$ cat config.mk
export PLATFORM = sky130hd
export DESIGN_NAME = sar_logic
export DESIGN_NICKNAME = d
export VERILOG_FILES = /design/src/rtl/sar_logic.sv
export SDC_FILE = /design/constraint.sdc
export NUM_CORES = 1
export LEC_CHECK = 0
export BUFFER_PORTS_ARGS = -buffer_cell sky130_fd_sc_hd__buf_2
export CORE_UTILIZATION = 61
export DETAILED_ROUTE_END_ITERATION = 12
export PLACE_DENSITY_LB_ADDON = 0.15
export SYNTH_ARGS = -nofsm -noshare
export SYNTH_HDL_FRONTEND = slang
export SYNTH_SLANG_ARGS = --single-unit
$ cat constraint.sdc
create_clock -name CKS -period 3.7 [get_ports CKS]
set_input_delay 0.37 -clock CKS [delete_from_list [all_inputs] [get_ports CKS]]
set_output_delay 0.37 -clock CKS [all_outputs]
set_load 0.005 [all_outputs]
$ cat src/rtl/sar_logic.sv
// Successive-approximation controller for the 9-bit SAR ADC: sample phase,
// MSB-first switch-word search driven by the comparator, one-cycle FINAL strobe.
module sar_logic #(
    parameter int NBIT       = 9,
    parameter int SAMPLE_CYC = 2
) (
    input  logic            CKS,
    input  logic            RST,
    input  logic            EN,
    input  logic            CMP,
    output logic            SMP,
    output logic [0:NBIT-1] SWP,
    output logic            FINAL,
    output logic            BUSY
);

    typedef enum logic [1:0] {
        S_IDLE   = 2'd0,
        S_SAMPLE = 2'd1,
        S_CONV   = 2'd2,
        S_DONE   = 2'd3
    } state_t;

    localparam logic [3:0] LAST_BIT = 4'(NBIT - 1);
    localparam logic [3:0] SMP_LAST = 4'(SAMPLE_CYC - 1);

    state_t            state_q, state_d;
    logic [3:0]        cnt_q, cnt_d;
    logic [3:0]        k_q, k_d;
    logic              smp_q, smp_d;
    logic [0:NBIT-1]   swp_q, swp_d;
    logic              final_q, final_d;
    logic              busy_q, busy_d;

    // State and output registers; RST clears everything without waiting for CKS.
    always_ff @(posedge CKS or posedge RST) begin
        if (RST) begin
            state_q <= S_IDLE;
            cnt_q   <= 4'd0;
            k_q     <= 4'd0;
            smp_q   <= 1'b0;
            swp_q   <= '0;
            final_q <= 1'b0;
            busy_q  <= 1'b0;
        end else begin
            state_q <= state_d;
            cnt_q   <= cnt_d;
            k_q     <= k_d;
            smp_q   <= smp_d;
            swp_q   <= swp_d;
            final_q <= final_d;
            busy_q  <= busy_d;
        end
    end

    // Next-state and next-output logic; strobes default low, SWP defaults to hold.
    always_comb begin
        state_d = state_q;
        cnt_d   = cnt_q;
        k_d     = k_q;
        smp_d   = 1'b0;
        swp_d   = swp_q;
        final_d = 1'b0;
        busy_d  = 1'b0;
        case (state_q)
            S_IDLE: begin
                if (EN) begin
                    state_d = S_SAMPLE;
                    smp_d   = 1'b1;
                    busy_d  = 1'b1;
                    swp_d   = '0;
                    cnt_d   = 4'd0;
                    k_d     = 4'd0;
                end else begin
                    state_d = S_IDLE;
                end
            end
            S_SAMPLE: begin
                swp_d = '0;
                if (!EN) begin
                    state_d = S_IDLE;
                    cnt_d   = 4'd0;
                end else if (cnt_q >= SMP_LAST) begin
                    state_d  = S_CONV;
                    busy_d   = 1'b1;
                    swp_d[0] = 1'b1;
                    k_d      = 4'd0;
                    cnt_d    = 4'd0;
                end else begin
                    cnt_d  = cnt_q + 4'd1;
                    smp_d  = 1'b1;
                    busy_d = 1'b1;
                end
            end
            S_CONV: begin
                // Abort wins over the last decision so a partial word never gets FINAL.
                if (!EN) begin
                    state_d = S_IDLE;
                    swp_d   = '0;
                    k_d     = 4'd0;
                end else begin
                    swp_d[k_q] = CMP;
                    if (k_q >= LAST_BIT) begin
                        state_d = S_DONE;
                        final_d = 1'b1;
                        k_d     = 4'd0;
                    end else begin
                        swp_d[k_q + 4'd1] = 1'b1;
                        k_d               = k_q + 4'd1;
                        busy_d            = 1'b1;
                    end
                end
            end
            S_DONE: begin
                if (EN) begin
                    state_d = S_SAMPLE;
                    smp_d   = 1'b1;
                    busy_d  = 1'b1;
                    swp_d   = '0;
                    cnt_d   = 4'd0;
                end else begin
                    state_d = S_IDLE;
                end
            end
            default: begin
                state_d = S_IDLE;
                swp_d   = '0;
                cnt_d   = 4'd0;
                k_d     = 4'd0;
            end
        endcase
    end

    assign SMP   = smp_q;
    assign SWP   = swp_q;
    assign FINAL = final_q;
    assign BUSY  = busy_q;

endmodule

==> metrics.md <==
| Metric | Value |
|---|---|
| Initial DRC count | `24` |
| Vias per inst | `6.113` |
| Net Sw Frac | `roughly two fifths` |
| FF+latch count, synth | `22` |
| Final Core Density | `71.75%` |
| Power per Cell Area | `512.8 nW/um^2` |
| Placement Setup Slack | `1.956 ns` |
| Sequential power share | `39.5%` |
| Drt pass-1 iters | `4` |
| CTS Buf Count | `3` |
| Clk sink count | `22` |
| Fmax | `564.6 MHz` |
| Clk_lat worst skew | `0.31 ns` |
| Final worst slack | `1.929 ns` |
| Synthesis Warnings | `0` |
| Final hold vios | `0` |
| Min-Delay Path Class | `in2async` |
| Share of layout cells above drive strength 1 | `18.67%` |
| Area Growth Syn to Fin | `7.333%` |
| Max FO, Critical Path | `10` |
| Clk_skew | `0.006320 ns` |
| Clk buf depth | `2` |
| Number of global-route vias before repair | `~1100` |
| Gpl congestion | `0.8721` |
| Worst EP arrival | `1.97 ns` |
| Global-route usage over all layers | `25.73%` |
| Maxcap violations | `0` |
| RSZ-0062 raised after global routing | `no` |
| Max IR drop VDD | `0.2839 mV` |
| Antenna diodes | `0` |
| Syn Area/Cell | `10.04 sq um` |
| Root Driver | `clkbuf_4` |
| Setup violators final | `0` |
| Slew Limit Fails | `0` |
| Pleak | `about 0.77 nW` |
| Row Count | `16` |
| CTS tree | `done` |
| Drt total wl | `about 2800 microns` |
| Total gr overflow | `0` |
| Status | `finished, final reports clean` |
| Die area | `roughly 2400 sq um` |
| Net switching power | `0.0002975 W` |
| Distinct cells, synth | `38` |
| Actual slew at the worst max-slew pin | `0.8319 ns` |
| Vias | `1082` |
| PortBufs | `15` |
| Pin count of the biggest net entering global routing | `23` |
| Post-CTS setup buffer count | `0` |
| Setup_tns | `0 ns` |
| Cts hold-fix bufs | `0` |
| Startpoint types | `register` |
| First-pass GRT wire length | `4726 microns` |
| Clock group share of total power | `14.4%` |
| Final period utilization | `47.87%` |
| DRC | `0` |
| Clock slew at reported path FFs | `0.12 ns` |
| Comb pwr share | `between 40% and 50%` |
| H-tree depth | `1` |
| Critical path class | `reg2reg` |
| Antenna Violating Nets Remaining | `0` |
| Sequential cell area fraction in the yosys report | `40.33%` |
| Core area | `2042 sq um` |
| Chip Height | `49.31 microns` |
| Synthesized area | `1365 sq um` |
| Syn Inst Count | `approximately 140` |
| Min Tclk post-route | `1.771 ns` |
| Initial Util | `66.85%` |
| Internal power | `0.0004539 W` |
| Synthesized Nets | `153` |
| Max-Slew Margin vs Limit | `between 40 and 50%` |
| Fin nets | `roughly 170` |
| Post-DP HPWL | `2075 microns` |
| Setup crit end kind | `register` |
| Initial antenna violation count | `0` |
| DIE WIDTH | `49.31 microns` |
| Critical Path RT | `3.90 ns` |
| DR WL/cell | `15.80 microns` |
| I/O pin count | `16` |
| Post-CTS sizing | `0` |
## kinds of logic (layout without fill, tap and decap cells)
kind of cell / Yosys count / in the layout / share of synthesized area, %
buffers and inverters: 15 / 29 / 5.315
multiplexers: 7 / 7 / 5.225
flip-flops: 22 / 22 / 40.33
adder cells (fa/ha/maj): 13 / 13 / 11.92
AND/OR/NAND/NOR: 40 / 40 / 18.33
AO/OA/AOI/OAI: 39 / 39 / 18.88
## registers in the layout (all words and copies together), names as in the netlist
name     count
state_q      2
SMP          1
BUSY         1
SWP          9
cnt_q        4
FINAL        1
k_q          4
## Yosys cell counts
cell / count / share of area (%)
and2_1: 2 / 0.92
a211oi_1: 1 / 0.55
o21ai_0: 6 / 2.2
o221a_1: 1 / 0.82
nor2b_2: 1 / 0.64
and2_4: 1 / 0.64
inv_2: 1 / 0.27
buf_4: 2 / 1.1
nor2_1: 6 / 1.6
clkinv_1: 1 / 0.27
and3_1: 3 / 1.4
nand3_1: 1 / 0.37
buf_2: 1 / 0.37
nor4b_4: 1 / 1.7
and3b_1: 2 / 1.3
and4_1: 2 / 1.3
nor2_2: 2 / 0.92
dfrtp_1: 22 / 40
a32oi_1: 6 / 3.8
buf_6: 1 / 0.82
nand2_1: 14 / 3.8
o32ai_1: 2 / 1.3
mux2i_1: 6 / 4.4
o21ai_1: 7 / 2.6
a31oi_1: 1 / 0.46
a21oi_2: 1 / 0.64
nor2_4: 1 / 0.82
a221o_1: 1 / 0.73
ha_1: 13 / 12
o2bb2ai_1: 1 / 0.64
nand2b_1: 2 / 0.92
mux2_2: 1 / 0.82
a21oi_1: 9 / 3.3
nand3b_4: 1 / 1.5
inv_1: 9 / 2.5
a22o_1: 2 / 1.3
o31ai_1: 1 / 0.55
or2_1: 1 / 0.46
## stage by stage
| stage | cell area (sq um) | power (W) | cells | hold WS (ns) |
|---|---|---|---|---|
| finish | 1465 | 0.0007514 | 177 | 0.2074 |
| global route | 1465 | 0.0008014 | 177 | 0.2821 |
| CTS | 1465 | 0.0007542 | 177 | 0.2408 |
| detailed placement | 1443 | 0.0006465 | 174 | 0.4794 |
| global placement | 1443 | 0.0006330 | 174 | 0.4762 |
| floorplan | 1365 | 0.0005732 | 136 | 0.3592 |
## area by class of cell
cell class / instances / area (sq um)
multi-input cells: 99 / 742.0
clock buffers: 3 / 22.52
fillers: 176 / 576.8
well taps: 27 / 33.78
flip-flops and latches: 22 / 550.5
repair buffers: 15 / 75.07
inverters: 11 / 41.29
## worst max-delay path, cell delays in order (launching register included)
cell     delay (ns)
dfrtp_1        0.43
inv_1          0.09
ha_1           0.36
and3b_1        0.25
and3_1         0.22
a32oi_1        0.22
nand2_1        0.09
## placed cells by master (no fill, tap or decap), types with 2 or more instances in the layout
master    netlist  final
nor2_2          2      2
mux2i_1         6      6
and2_1          2      2
ha_1           13     13
o32ai_1         2      2
and3_1          3      3
and4_1          2      2
nand2b_1        2      2
dfrtp_1        22     22
a32oi_1         6      6
clkbuf_4        0      3
nor2_1          6      6
o21ai_0         6      6
a21oi_1         9      9
buf_2           1     15
a22o_1          2      2
inv_1           9      9
o21ai_1         7      7
nand2_1        14     14
and3b_1         2      2
## routing by layer
metal / track usage [%] / up-vias / part of all wire, %
met5: 0 / - / 0
met4: 8.333 / 0 / 1.0
met3: 3.738 / 4 / 3.2
met2: 50.00 / 36 / 53
met1: 27.88 / 526 / 42
li1: - / 516 / -
## final timing paths
path / from / endpoint / slack [ns] / cells past startpoint
min reg2reg: SWP[6]$_DFFE_PP0P_ / SWP[6]$_DFFE_PP0P_ / 0.50 / 2
max in group asynchronous: RST / SWP[6]$_DFFE_PP0P_ / 2.98 / 2
max: state_q[1]$_DFFE_PP0P_ / SWP[5]$_DFFE_PP0P_ / 1.93 / 6
min in group CKS: CMP / SWP[0]$_DFFE_PP0P_ / 0.40 / 3
max reg2reg: state_q[1]$_DFFE_PP0P_ / SWP[5]$_DFFE_PP0P_ / 1.93 / 6
min: RST / cnt_q[1]$_DFFE_PP0P_ / 0.21 / 2
## power groups by stage
stage / registers [W] / logic (W) / clock network (W)
floorplan: 0.000298 / 0.000275 / 0
global placement: 0.000298 / 0.000335 / 0
detailed placement: 0.000302 / 0.000344 / 0
CTS: 0.000297 / 0.000347 / 0.000111
global route: 0.000302 / 0.000379 / 0.000121
finish: 0.000297 / 0.000347 / 0.000108
Power figures use the tool's default switching activity.
